`src/rtl/hazard_control_unit.sv`:
```
// Pipeline hazard controller: load-use stalls, taken-branch squashes and
// multi-cycle data-memory waits, plus a stall-cycle counter and timeout flag.
module hazard_control_unit #(
    parameter int CNT_W        = 16,
    parameter int MAX_MEM_WAIT = 15
) (
    input  logic             clk,
    input  logic             rst,
    input  logic [4:0]       IFID_rs1,
    input  logic [4:0]       IFID_rs2,
    input  logic             IFID_uses_rs1,
    input  logic             IFID_uses_rs2,
    input  logic [4:0]       IDEX_rd,
    input  logic             IDEX_mem_read,
    input  logic             EXMEM_mem_read,
    input  logic             EXMEM_mem_write,
    input  logic             mem_ready,
    input  logic             branch_taken,
    output logic             pc_write,
    output logic             IFID_write,
    output logic             IFID_flush,
    output logic             IDEX_write,
    output logic             IDEX_bubble,
    output logic             EXMEM_hold,
    output logic             MEMWB_bubble,
    output logic [CNT_W-1:0] stall_count,
    output logic             mem_timeout
);

    localparam int WAIT_W = $clog2(MAX_MEM_WAIT + 1);
    localparam logic [WAIT_W-1:0] WAIT_MAX = WAIT_W'(MAX_MEM_WAIT);

    typedef enum logic {RUN, MEM_WAIT} state_t;

    state_t            state;
    logic [WAIT_W-1:0] wait_cnt;
    logic [WAIT_W-1:0] wait_nxt;
    logic              mem_pend;
    logic              load_use;

    function automatic logic [CNT_W-1:0] sat_inc_cnt(input logic [CNT_W-1:0] v);
        return (&v) ? v : v + CNT_W'(1);
    endfunction

    function automatic logic [WAIT_W-1:0] sat_inc_wait(input logic [WAIT_W-1:0] v);
        return (v == WAIT_MAX) ? v : v + WAIT_W'(1);
    endfunction

    assign mem_pend = (EXMEM_mem_read | EXMEM_mem_write) & ~mem_ready;
    assign load_use = IDEX_mem_read & (IDEX_rd != 5'd0) &
                      (((IDEX_rd == IFID_rs1) & IFID_uses_rs1) |
                       ((IDEX_rd == IFID_rs2) & IFID_uses_rs2));
    assign wait_nxt = sat_inc_wait(wait_cnt);

    // Memory wait outranks everything: a taken branch stays in EX until release.
    always_comb begin
        pc_write     = 1'b1;
        IFID_write   = 1'b1;
        IFID_flush   = 1'b0;
        IDEX_write   = 1'b1;
        IDEX_bubble  = 1'b0;
        EXMEM_hold   = 1'b0;
        MEMWB_bubble = 1'b0;
        if (rst) begin
            pc_write    = 1'b0;
            IFID_write  = 1'b0;
            IFID_flush  = 1'b1;
            IDEX_bubble = 1'b1;
        end else if (mem_pend) begin
            pc_write     = 1'b0;
            IFID_write   = 1'b0;
            IDEX_write   = 1'b0;
            EXMEM_hold   = 1'b1;
            MEMWB_bubble = 1'b1;
        end else if (branch_taken) begin
            IFID_flush  = 1'b1;
            IDEX_bubble = 1'b1;
        end else if (load_use) begin
            pc_write    = 1'b0;
            IFID_write  = 1'b0;
            IDEX_bubble = 1'b1;
        end
    end

    always_ff @(posedge clk) begin
        if (rst) begin
            state       <= RUN;
            wait_cnt    <= '0;
            stall_count <= '0;
            mem_timeout <= 1'b0;
        end else begin
            case (state)
                RUN:      if (mem_pend)  state <= MEM_WAIT;
                MEM_WAIT: if (mem_ready) state <= RUN;
                default:                 state <= RUN;
            endcase
            if (mem_pend) begin
                wait_cnt <= wait_nxt;
                if ((wait_cnt != WAIT_MAX) && (wait_nxt == WAIT_MAX))
                    mem_timeout <= 1'b1;
            end else begin
                wait_cnt <= '0;
            end
            if (!pc_write)
                stall_count <= sat_inc_cnt(stall_count);
        end
    end

endmodule
```
`config.mk`:
```
export PLATFORM = sky130hd
export DESIGN_NAME = hazard_control_unit
export DESIGN_NICKNAME = d
export VERILOG_FILES = /design/src/rtl/hazard_control_unit.sv
export SDC_FILE = /design/constraint.sdc
export NUM_CORES = 1
export LEC_CHECK = 0
export CAP_MARGIN = 10
export CORE_UTILIZATION = 45
export CTS_CLUSTER_DIAMETER = 50
export CTS_CLUSTER_SIZE = 12
export DETAILED_ROUTE_END_ITERATION = 7
export PLACE_DENSITY = 0.91
export SYNTH_ARGS = -nofsm -noshare
export SYNTH_HDL_FRONTEND = slang
export SYNTH_SLANG_ARGS = --single-unit
```
`constraint.sdc`:
```
create_clock -name clk -period 2.11 [get_ports clk]
set_input_delay 0.211 -clock clk [delete_from_list [all_inputs] [get_ports clk]]
set_output_delay 0.211 -clock clk [all_outputs]
set_load 0.005 [all_outputs]
```
Word-level counts from Yosys, hierarchy flattened --
Index checks and enable logic that the tools add are counted.
Storage, ports and cells: bits in registers 21, bits of input ports 24, output and inout bits 24
Cells by class: eq/ne operators 5, $add $sub $neg 2, reductions and logical operators 6, multiplexer cells 16, bitwise logic cells 11
Operators with widths (count):
- adder 16 x 1 -> 16 bit, second input constant | 1
- AND reduction 16 bit | 1
- 2-to-1 mux 1 bit | 15
- equality test 5 bit | 2
- equality test 4 bit, second input constant | 2
- bitwise AND 1 bit | 5
- nonzero test 5 bit | 1
- adder 4 x 1 -> 4 bit, second input constant | 1
- 2-to-1 mux 4 bit | 1
- != test 4 bit, second input constant | 1
- inverter 1 bit | 4
- AND reduction 2 bit | 2
- OR 1 bit | 2
- OR reduction 2 bit | 1
- logical AND 1 bit | 1

Longest topological paths before layout --
word-level depth 10, gate-level depth with buffers 8, depth with buffers taken out 6

Worst setup path after synthesis --
OpenSTA, ideal clock, no wires.
path kind flip-flop to flip-flop, start point register stall_count[0], end point register stall_count[11], data required time 1989 ps, library setup time 121 ps, data arrival time 1814 ps, slack 175 ps, cell stages (with the launch flop) 8, cell sequence dfxtp_1 > ha_1 > nand3_1 > nor3_2 > or3_1 > clkbuf_1 > nor3b_1 > mux2_2
Between the ends: cells in the longest elaborated chain, start to end 3, elaborated cells between the ends (all ways) 4
Ends and longest elaborated chain:
- start: declaration | RTL line 26 | output logic [CNT_W-1:0] stall_count,
- start signal: assignment | RTL line 105 | stall_count <= sat_inc_cnt(stall_count);
- parallel branches: the longest is 3 deep, another holds adder 16 x 1 -> 16 bit
Several ways; the timed one is not identified. A chain may end at the register's enable or synchronous reset.

Worst setup path in the final report --
start point input IDEX_rd[2], end point output IFID_write
Between the ends: cells in the longest elaborated chain, start to end 8, elaborated cells between the ends (all ways) 12
Ends and longest elaborated chain:
- start: declaration | RTL line 13 | input logic [4:0] IDEX_rd,
- equality test 5 bit, on equally long branches | RTL line 51, 52
- bitwise AND 1 bit, on equally long branches | RTL line 51, 52
- OR 1 bit | RTL line 51 | (((IDEX_rd == IFID_rs1) & IFID_uses_rs1) |
- bitwise AND 1 bit (*) | RTL line 50 | assign load_use = IDEX_mem_read & (IDEX_rd != 5'd0) &
- 2-to-1 mux 1 bit (*) | RTL line 78 | end else if (load_use) begin
- 2-to-1 mux 1 bit (*) | RTL line 75 | end else if (branch_taken) begin
- 2-to-1 mux 1 bit (*) | RTL line 69 | end else if (mem_pend) begin
- 2-to-1 mux 1 bit (*) | RTL line 64 | if (rst) begin
- end: declaration | RTL line 20 | output logic IFID_write,
Mark *: on every way between the ends. The rest lies on a longest branch, timed or not.

==> results.md <==
- The run finished, with violations left.
- The checks that failed: DRC, setup timing.
- The number of synthesized flops with an enable pin is 0.
- Counting the buffers created by CTS gives 3.
- The relative max-transition margin is 75.14%.
- Counting both buffers and inverters, the worst setup path holds a total of 3.
- The path type of the worst min-delay path is reg2reg.
- Timing would allow up to roughly 0.47 GHz.
- The total number of yosys warnings is 0.
- The worst endpoint required time is 1900 ps.
- The area growth from synthesis to layout is 48.43%.
- The via count of the first global-routing pass is roughly 1400.
- The floorplan step set the die height to 56.95 µm.
- At the worst endpoint, the arrival time is 1910 ps.
- The total negative setup slack is -15.43 ps.
- The worst register-to-register path ends at stall_count[10]$_SDFFE_PP0P_.
- The clock net in this run drives a total of 21 sinks.
- The multiplexer fraction of the synthesized cell area is 1.565%.
- In the final layout, the share of cells above drive strength 1 is 29.30%.
- CTS built an H-tree with a depth of 1.
- In the final design database the tool counted about 240 nets.
- The number of nets produced by synthesis is around 180.
- Pin placement for this block handled 48 I/O pins.
- The highest cell delay on the worst timing path is 530 ps.
- In this run the clock root is driven by a sky130_fd_sc_hd__clkbuf_4.
- Across the routed clock network, the largest skew measured is 4.051 ps.
- The worst-margin pin slew is 369.7 ps.
- The overall via count from detail_route is about 1400.
- The minimum setup slack in the final design is -10.02 ps.
- The routed wire length per instance is 14.98 µm.
- The peak fanout along the critical path is 5.
- The path length in cells of the critical path is 7.
- The total count of max-transition violations in the final report is 0.
- The number of antenna diodes in the final layout is 0.
- After the first detailed-routing iteration, the DRC count stood at 65.
- The synthesized netlist devotes under 10% of its cell area to adder and majority cells.
- The routed via count divided by cell count is roughly 5.8.
- The most prevalent standard cell on the critical path is sky130_fd_sc_hd__dlygate4sd2_1.
- The type of the worst setup path is in2out.
- The worst setup path is launched from an input port.
- Overall power consumption after layout is estimated at 0.7848 mW.
- The HPWL after detailed placement is 2.717 mm.
- Setup repair after global routing could not meet its margin everywhere.
- The area share of and/or/nand/nor cells after synthesis is 31.03%.
- Along the worst hold path, the cell count comes to 2.
- The sequential cell area fraction in the yosys report is 30.94%.
- The initial antenna violation count came to 0.
- Clock latency on the worst-skew pair, taken at its later pin, is 300 ps.
- Global routing finished with a remaining overflow of 0.
- After detailed placement, the total cell area comes to around 1900 µm².
- The post-route core utilization is 71.90%.
- For this design, the slowest cell found on the critical path is sky130_fd_sc_hd__or4_4.
- The hold-critical path endpoint is stall_count[3]$_SDFFE_PP0P_.
- The startpoint of the worst-slack reg-to-reg timing path is stall_count[4]$_SDFFE_PP0P_.
- Power spread over the standard cell area amounts to between 300 and 400 nW/µm².
- The compound-cell area share of the yosys netlist is 21.45%.
- Across the run, the number of max-cap violations was 0.
- In this run the cell area of the synthesized design comes to approximately 1400 µm².
- The time the final worst path needs with I/O delays and setup is 2120 ps.
- Counting flops and latches in the post-synthesis netlist gives 21.
- Global routing used approximately 22% of the available tracks.
- The die is 56.95 µm wide.
- The first global-routing pass estimated 5.644 mm of wire.
- The kind of end point of the critical path is an output port.
- The floorplan has 19 rows.
- Traced cell by cell, the critical path runs through dlygate4sd2_1, or4_4, o21ai_4, nor2_2, a211oi_4, buf_12, dlygate4sd2_1.
- Measured in cells, the most critical reg-to-reg path has a length of 5.
- The number of hold-slack violations in the final timing report is 0.
- The startpoint of the worst hold path is stall_count[3]$_SDFFE_PP0P_.
- The final critical path takes up 100.5% of the cycle.
- The gate count of the mapped netlist is 158.
- The final cell area excluding filler cells is 2017 µm².
- The post-synthesis share of cell area spent on xor and xnor gates is 7.735%.
- The number of different library cells in the post-synthesis netlist is between 40 and 50.
- The wire length reported by the detailed router is 3.686 mm.
- For this design, the CTS-stage hold fixing added 0 buffers.
- The largest family of logic cells by synthesized area is simple AND/OR/NAND/NOR gates.
- The total core area is 2805 µm².
- The clock passes through at most 2 buffers.
- The number of DRC violations after detailed routing is 6.
- The number of inserted filler cells in the final layout is 231.
- The die covers 3243 µm².
- Clock-pin slew was measured on the worst setup and hold paths at 120 ps.
- The analysis attributes to cell leakage a power of 0.7043 nW.
- The slack of the worst reg-to-reg path is between 100 and 150 ps.
- The tightest hold path in the finished design has a slack of 497.3 ps.
- A synthesized cell averages 8.600 µm².
- The clock tree from TritonCTS is built.
- The kind of cell with the highest combined delay along the critical path is buffers and inverters.
- The count of buffers from port buffering is 47.
- The global placement routability congestion is 0.8413.
- The starting utilization of the core area is 48.44%.
- The number of optimization iterations in the first detailed-route pass is 6.
- The maximum number of pins on one net before global-route repair is 19.
- The share of synthesized registers carrying an async set or reset is 0%.
- Setup violations remaining at the end of the flow were counted as 2.
- The remaining number of nets flagged by the antenna check after routing is 0.
- The most used flip-flop cell after synthesis is sky130_fd_sc_hd__dfxtp_1.
- The largest voltage drop on the vdd net is between 0.0002 and 0.00025 V.
through the flow:
stage,setup WS (ps),cells
floorplan,175.3,158
global placement,-469.9,240
finish,-10.02,246
global route,-48.15,246
detailed placement,-516.6,240
CTS,1.763,246
what timing repair did:
item | in CTS | in global routing
resized for setup | 18 | 16
hold endpoints to repair | 0 | 0
setup buffers | 2 | 0
setup endpoints to repair | 7 | 11
gates cloned | 0 | 0
pin swaps | 8 | 5
sequential cells by signal, indices dropped and copies added, names as in the netlist:
name and flops:
stall_count 16, wait_cnt 4, mem_timeout 1
where the power goes:
part           total [mW]  internal, mW  switching (mW)
logic               0.181         0.105          0.0757
registers           0.407         0.401         0.00516
clock network       0.198        0.0737           0.124
total               0.785         0.580           0.205
worst max path at each step:
stage                     slack (ps)                         from                            to
after floorplan                  180  stall_count[0]$_SDFFE_PP0P_  stall_count[11]$_SDFFE_PP0P_
after global placement          -470                   IDEX_rd[1]                    IFID_write
after detailed placement        -520                   IDEX_rd[1]                    IFID_write
after CTS                          2                  IFID_rs1[4]  stall_count[15]$_SDFFE_PP0P_
after global routing             -50                   IDEX_rd[2]                      pc_write
final                            -10                   IDEX_rd[2]                    IFID_write
cell type report:
class,count,area [µm²],share of cell area (%)
clock buffer,4,26.28,1.303
timing repair buffer,62,596.8,29.59
sequential,21,421.7,20.91
inverter,1,3.754,0.1861
multi-input combinational,127,929.6,46.09
tap,31,38.79,1.923
cell usage after synthesis (all sizes together) (2+ instances only):
cell type	n	area, µm²
dfxtp	21	420.4
a21oi	16	113.9
o21ai	16	110.1
or3	15	105.1
nand2	12	45.04
xnor2	11	96.34
nor2	10	40.04
nand3	7	35.03
buf	6	58.80
nand4	6	37.54
clkbuf	3	11.26
nor3	3	20.02
or4	3	22.52
a31oi	2	12.51
and4	2	17.52
ha	2	25.02
nand2b	2	12.51
nand3b	2	15.01
o22ai	2	12.51
o31ai	2	15.01
or4b	2	20.02
kinds of logic (layout without fill, tap and decap cells):
| kind of cell | Yosys count | after routing |
|---|---|---|
| xor+xnor | 12 | 12 |
| buf+inv | 10 | 67 |
| flops | 21 | 21 |
| mux | 2 | 2 |
| simple gates | 71 | 71 |
| fa+ha+maj | 2 | 2 |
| compound gates | 40 | 40 |
layer usage:
layer | share of wire (%) | vias to the layer above | global-route usage, %
met4 | 2.3 | 0 | 5.923
met3 | 6.7 | 10 | 3.855
met1 | 39 | 659 | 24.01
met2 | 52 | 67 | 43.19
li1 | - | 697 | -
met5 | 0 | - | 0
tightest hold or removal path, delay by kind of cell, from the launching register on:
family         cells  cell delay [ps]
AO/OA/AOI/OAI      2              100
flip-flops         1              370
cells in the final DEF, fill, tap and decap left out, types with 4 or more instances in the layout:
| cell type | n |
|---|---|
| sky130_fd_sc_hd__or3_1 | 5 |
| sky130_fd_sc_hd__dlygate4sd2_1 | 8 |
| sky130_fd_sc_hd__nand3_1 | 6 |
| sky130_fd_sc_hd__or3_2 | 9 |
| sky130_fd_sc_hd__a21oi_2 | 12 |
| sky130_fd_sc_hd__nand4_1 | 6 |
| sky130_fd_sc_hd__xnor2_1 | 11 |
| sky130_fd_sc_hd__nor2_1 | 9 |
| sky130_fd_sc_hd__buf_4 | 12 |
| sky130_fd_sc_hd__nand2_1 | 12 |
| sky130_fd_sc_hd__o21ai_2 | 7 |
| sky130_fd_sc_hd__o21ai_0 | 5 |
| sky130_fd_sc_hd__clkdlybuf4s50_1 | 35 |
| sky130_fd_sc_hd__dfxtp_1 | 20 |
| sky130_fd_sc_hd__a21oi_1 | 4 |
Note: power is estimated with default switching activity, not from simulation.
==> patch 1: new RTL, same settings <==
Put one more register stage on the output `stall_count`, with the module's reset. The value now appears one clock later. The other outputs are not delayed to match.
--- a/src/rtl/hazard_control_unit.sv
+++ b/src/rtl/hazard_control_unit.sv
@@ -32,4 +32,6 @@
 
     typedef enum logic {RUN, MEM_WAIT} state_t;
+
+    logic [CNT_W-1:0] stall_count_s0;
 
     state_t            state;
@@ -87,5 +89,5 @@
             state       <= RUN;
             wait_cnt    <= '0;
-            stall_count <= '0;
+            stall_count_s0 <= '0;
             mem_timeout <= 1'b0;
         end else begin
@@ -103,5 +105,13 @@
             end
             if (!pc_write)
-                stall_count <= sat_inc_cnt(stall_count);
+                stall_count_s0 <= sat_inc_cnt(stall_count_s0);
+        end
+    end
+
+    always_ff @(posedge clk) begin
+        if (rst) begin
+            stall_count <= '0;
+        end else begin
+            stall_count <= stall_count_s0;
         end
     end
Check against the original RTL: not equivalent (Yosys sat finds a counterexample within 4 cycles, from zero or initial values and one cycle with rst high).
==> patch 1 against the unedited design <==
Worst setup slack better by 41 ps. Total power up 74%. Cell area up 22%. Largest power group unchanged. Fmax up 2.0%. Synthesized cell count up 18%. Clock power up 130%. Critical path depth up 3. Sequential cell count up 16. Register-to-register slack better by 70 ps. Largest cell class unchanged. Wire length up 5.9%. Global-route usage down 1.6 points. Area after synthesis up 23%. Worst hold slack better by 1.6 ps. Critical endpoint is now stall_count_s0[14]$_SDFFE_PP0P_.
==> patch 1: results (changes against the unedited design) <==
detailed_routing:
  drt_iter0_drc: 74  # +14%
  avgRoutedWirePerCell_um: 13.1  # -12%
  first_pass_iters: 4  # -2
  met1_length_um: 1670  # +16%
  dr_wl_met3_um: 183  # -26%
  vias_per_cell: 5.25  # -9.9%
outcome:
  status: "finished, final reports clean"
global_route:
  grt_start_max_net_pins: 34  # +15
  grt_use_met1: 0.228  # -0.0121
  grt_pass1_wl_um: 6350  # +12%
  grt_pass1_vias: 1476  # +7.3%
  grtUsageTotal: 0.204  # -0.0162
  grt_util_met3: 0.0547  # +0.0162
power:
  p_leak_nw: 0.933  # +32%
  irDropWorstVdd_mv: 0.427  # +84%
cts:
  htreeDepth: 2  # +1
  numCtsBuffers: 5  # +2
  clock_latency_ps: 280  # -20 ps
  path_clk_slew_ps: 70  # -50 ps
logic_synthesis:
  synth_common_cells: "dfxtp_1 (37), nor2_1 (20), nor2b_1 (16)"
  synth.area.mux_share: 0.0597  # +0.0441
  synth_cell_types: 38  # -14%
  synth_compound_area_frac: 0.107  # -0.108
  yosys.area_share.adder: 0.0149  # -0.00348
  synth-xor-area-share: 0.0627  # -0.0146
placement:
  placed_area_um2: 2230  # +17%
final_layout:
  fill_cells: 252  # +9.1%
  fin_nets: 276  # +14%
==> patch 1: cell count changes after synthesis, moves of 8 or more <==
cell and delta:
dfxtp_1 +16, nor2b_1 +15, nor2_1 +11, or3_2 -9, a21oi_2 -8, o21ai_2 -8
==> patch 1: final timing paths <==
kind                             startpoint                              end  slack [ps]  cells past startpoint
max reg2reg  stall_count_s0[7]$_SDFFE_PP0P_  stall_count_s0[10]$_SDFFE_PP0P_         210                      6
min reg2reg  stall_count_s0[3]$_SDFFE_PP0P_        stall_count[3]$_SDFF_PP0_         500                      1
max                             IFID_rs2[3]  stall_count_s0[14]$_SDFFE_PP0P_          30                     10
min          stall_count_s0[3]$_SDFFE_PP0P_        stall_count[3]$_SDFF_PP0_         500                      1
==> patch 1: power by group <==
part	internal [W]	switching, W	total (W)
clock	0.000228	0.000235	0.000463
sequential	0.000708	0.00000844	0.000716
combinational	0.000103	0.0000807	0.000184
total	0.00104	0.000324	0.00136
==> patch 1: cell type report <==
class / instances / area (um2) / area share
flip-flops and latches: 37 / 741 / 0.302
multi-input cells: 138 / 968 / 0.395
repair buffers: 64 / 589 / 0.240
inverters: 4 / 15.0 / 0.00612
well taps: 46 / 57.6 / 0.0235
clock inverters: 2 / 10.0 / 0.00408
clock buffers: 6 / 72.6 / 0.0296
==> patch 1: worst register-to-register path, cell delays in order (launching register included) <==
cell and delay (ps):
dfxtp_1 430, and4_1 240, and3_1 240, inv_1 50
o21ai_0 520, or4_4 240, a21oi_2 50
==> patch 1: timing repair <==
action / CTS / global route
pin swaps: 3 / 13
buffers inserted: 5 / 3
resized for setup: 13 / 17
cloned: 0 / 1
hold buffers: 0 / 0
setup endpoints to repair: 6 / 13
==> patch 2: new RTL, same flow settings <==
Made on the original files. Change the parameter `CNT_W` from 16 to 24.
--- a/src/rtl/hazard_control_unit.sv
+++ b/src/rtl/hazard_control_unit.sv
@@ -2,5 +2,5 @@
 // multi-cycle data-memory waits, plus a stall-cycle counter and timeout flag.
 module hazard_control_unit #(
-    parameter int CNT_W        = 16,
+    parameter int CNT_W        = 24,
     parameter int MAX_MEM_WAIT = 15
 ) (
Interface: changed (resized stall_count); port bits go from 48 to 56. The function was not compared with the original's and may differ.
==> patch 2 against the unedited design <==
Count of clock-buffer cells in the layout up 3. Highest routed layer unchanged. First-iteration DRC count rose by 68%. Worst setup slack improved by 68 ps. Total power rose by 56%. Area after synthesis is 18% higher. Sequential power up 38%. Worst hold slack better by 1.2 ps. Register-to-register slack got worse by 40 ps. Clock skew rose by 3.7 ps. Critical endpoint is now stall_count[23]$_SDFFE_PP0P_. Cell area is 19% higher. Wire length rose by 19%. Sequential cell count increased by 8. Final cell count is 26% higher.
==> patch 2: results (changes against the unedited design) <==
outcome:
  status: "finished, final reports clean"
final_layout:
  drive_gt1_frac: 0.122  # -0.171
  fin_nets: 288  # +19%
  fin_cells: 309  # +26%
  largestRegisters: "stall_count x24, wait_cnt x4, mem_timeout x1"
  design_area_um2: 2400  # +19%
logic_synthesis:
  syn_nets: 223  # +21%
  synth.area.mux_share: 0.0265  # +0.0108
  synth-xor-area-share: 0.142  # +0.0643
  synth_top_area_frac: 0.361  # +0.0517
  synth_compound_area_frac: 0.0887  # -0.126
  synth_cell_types: 38  # -14%
  seq_area_frac_synth: 0.361  # +0.0517
  syn_avg_cell_area_um2: 8.16  # -5.1%
  synth_area_leaders: "dfxtp_1 (36%), xor2_1 (13%), nor2_1 (7.5%)"
  synth_common_cells: "nor2_1 (32), dfxtp_1 (29), xor2_1 (23)"
  yosys.area_share.adder: 0.0156  # -0.00285
sta:
  fin_tns_setup_ps: 0  # +15.4 ps
  worst_pin_slew_ps: 348  # -21.4 ps
  min_period_ps: 2050  # -68.4 ps
  whs_ps: 499  # +1.21 ps
  skew_ps: 7.74  # +3.68 ps
global_route:
  grt_pass1_vias: 1419  # +3.1%
  grt_antenna_before_repair: 0  # unchanged
  grt_pass1_wl_um: 6400  # +13%
  grt_start_max_net_pins: 28  # +9
  grtUsageTotal: 0.230  # +0.0101
cts:
  htreeDepth: 2  # +1
  clock_latency_ps: 340  # +40 ps
  numCtsBuffers: 5  # +2
  path_clk_slew_ps: 90  # -30 ps
critical_path:
  cp_data_arrival_time_ps: 2320  # +410 ps
  rrSetupSlack_ps: 100  # -40 ps
  cp_slowest_cell: "or4_1"
  critPathMaxFanout: 6  # +1
  cp_slowest_stage_delay_ps: 520
placement:
  io_buffers: 55  # +17%
  placed_area_um2: 2240  # +18%
  globalplace.congestion: 0.802  # -4.7%
  dp_slack_ps: -464  # +52.7 ps
  placedCellCount: 299  # +25%
  hpwl_um: 2870  # +5.7%
power:
  seq_cell_power_w: 0.000563  # +38%
  p_sw_frac: 0.232  # -0.0286
  powerDensity_nw_per_um2: 510  # +31%
  pwr-share-clk: 0.393  # +0.141
  irDropWorstVdd_mv: 0.500  # +120%
  p_leak_nw: 0.942  # +34%
detailed_routing:
  wirelength_um: 4390  # +19%
  first_pass_iters: 5  # -1
  drt_iter0_drc: 109  # +68%
  vias_per_cell: 5.47  # -6.1%
[patch 2: per-layer routing]
layer  global-route usage  wire length [um]  vias up
li1                     -                 -      825
met1                0.284              1880      786
met2                0.393              2190       70
met3               0.0559               248       10
met4               0.0794                79        0
met5                    0                 0        -
[patch 2: kinds of logic after synthesis]
kind of cell	Yosys count
AND/OR/NAND/NOR	99
flip-flops	29
XOR/XNOR	26
AO/OA/AOI/OAI	24
buffers and inverters	13
multiplexers	4
adder cells (fa/ha/maj)	2
[patch 2: path summary, 6_finish.rpt]
kind	start	end	depth (start not counted)
setup / recovery	IDEX_rd[1]	stall_count[23]$_SDFFE_PP0P_	10
hold / removal	mem_timeout$_SDFFE_PP0P_	mem_timeout$_SDFFE_PP0P_	2
setup reg to reg	stall_count[10]$_SDFFE_PP0P_	stall_count[8]$_SDFFE_PP0P_	8
hold reg to reg	mem_timeout$_SDFFE_PP0P_	mem_timeout$_SDFFE_PP0P_	2
[patch 2: repair_timing]
| action | in CTS | in global routing |
|---|---|---|
| pin swaps | 5 | 2 |
| gates cloned | 0 | 0 |
| resized for setup | 14 | 9 |
| setup endpoints to repair | 9 | 9 |
| buffers inserted | 1 | 1 |
| hold buffers | 0 | 0 |
[patch 2: cell type report]
cell class / instances / area (um2)
clock buffer: 7 / 55.1
clock inverter: 1 / 30.0
fill: 243 / 992
inverter: 3 / 11.3
multi-input combinational: 155 / 1000
sequential: 29 / 581
tap: 46 / 57.6
timing repair buffer: 68 / 658
[patch 2: worst max-delay path: cells and delay by family]
kind	cells	cell delay [ps]
AO/OA/AOI/OAI	3	550
XOR/XNOR	1	150
buffers and inverters	3	510
AND/OR/NAND/NOR	3	890
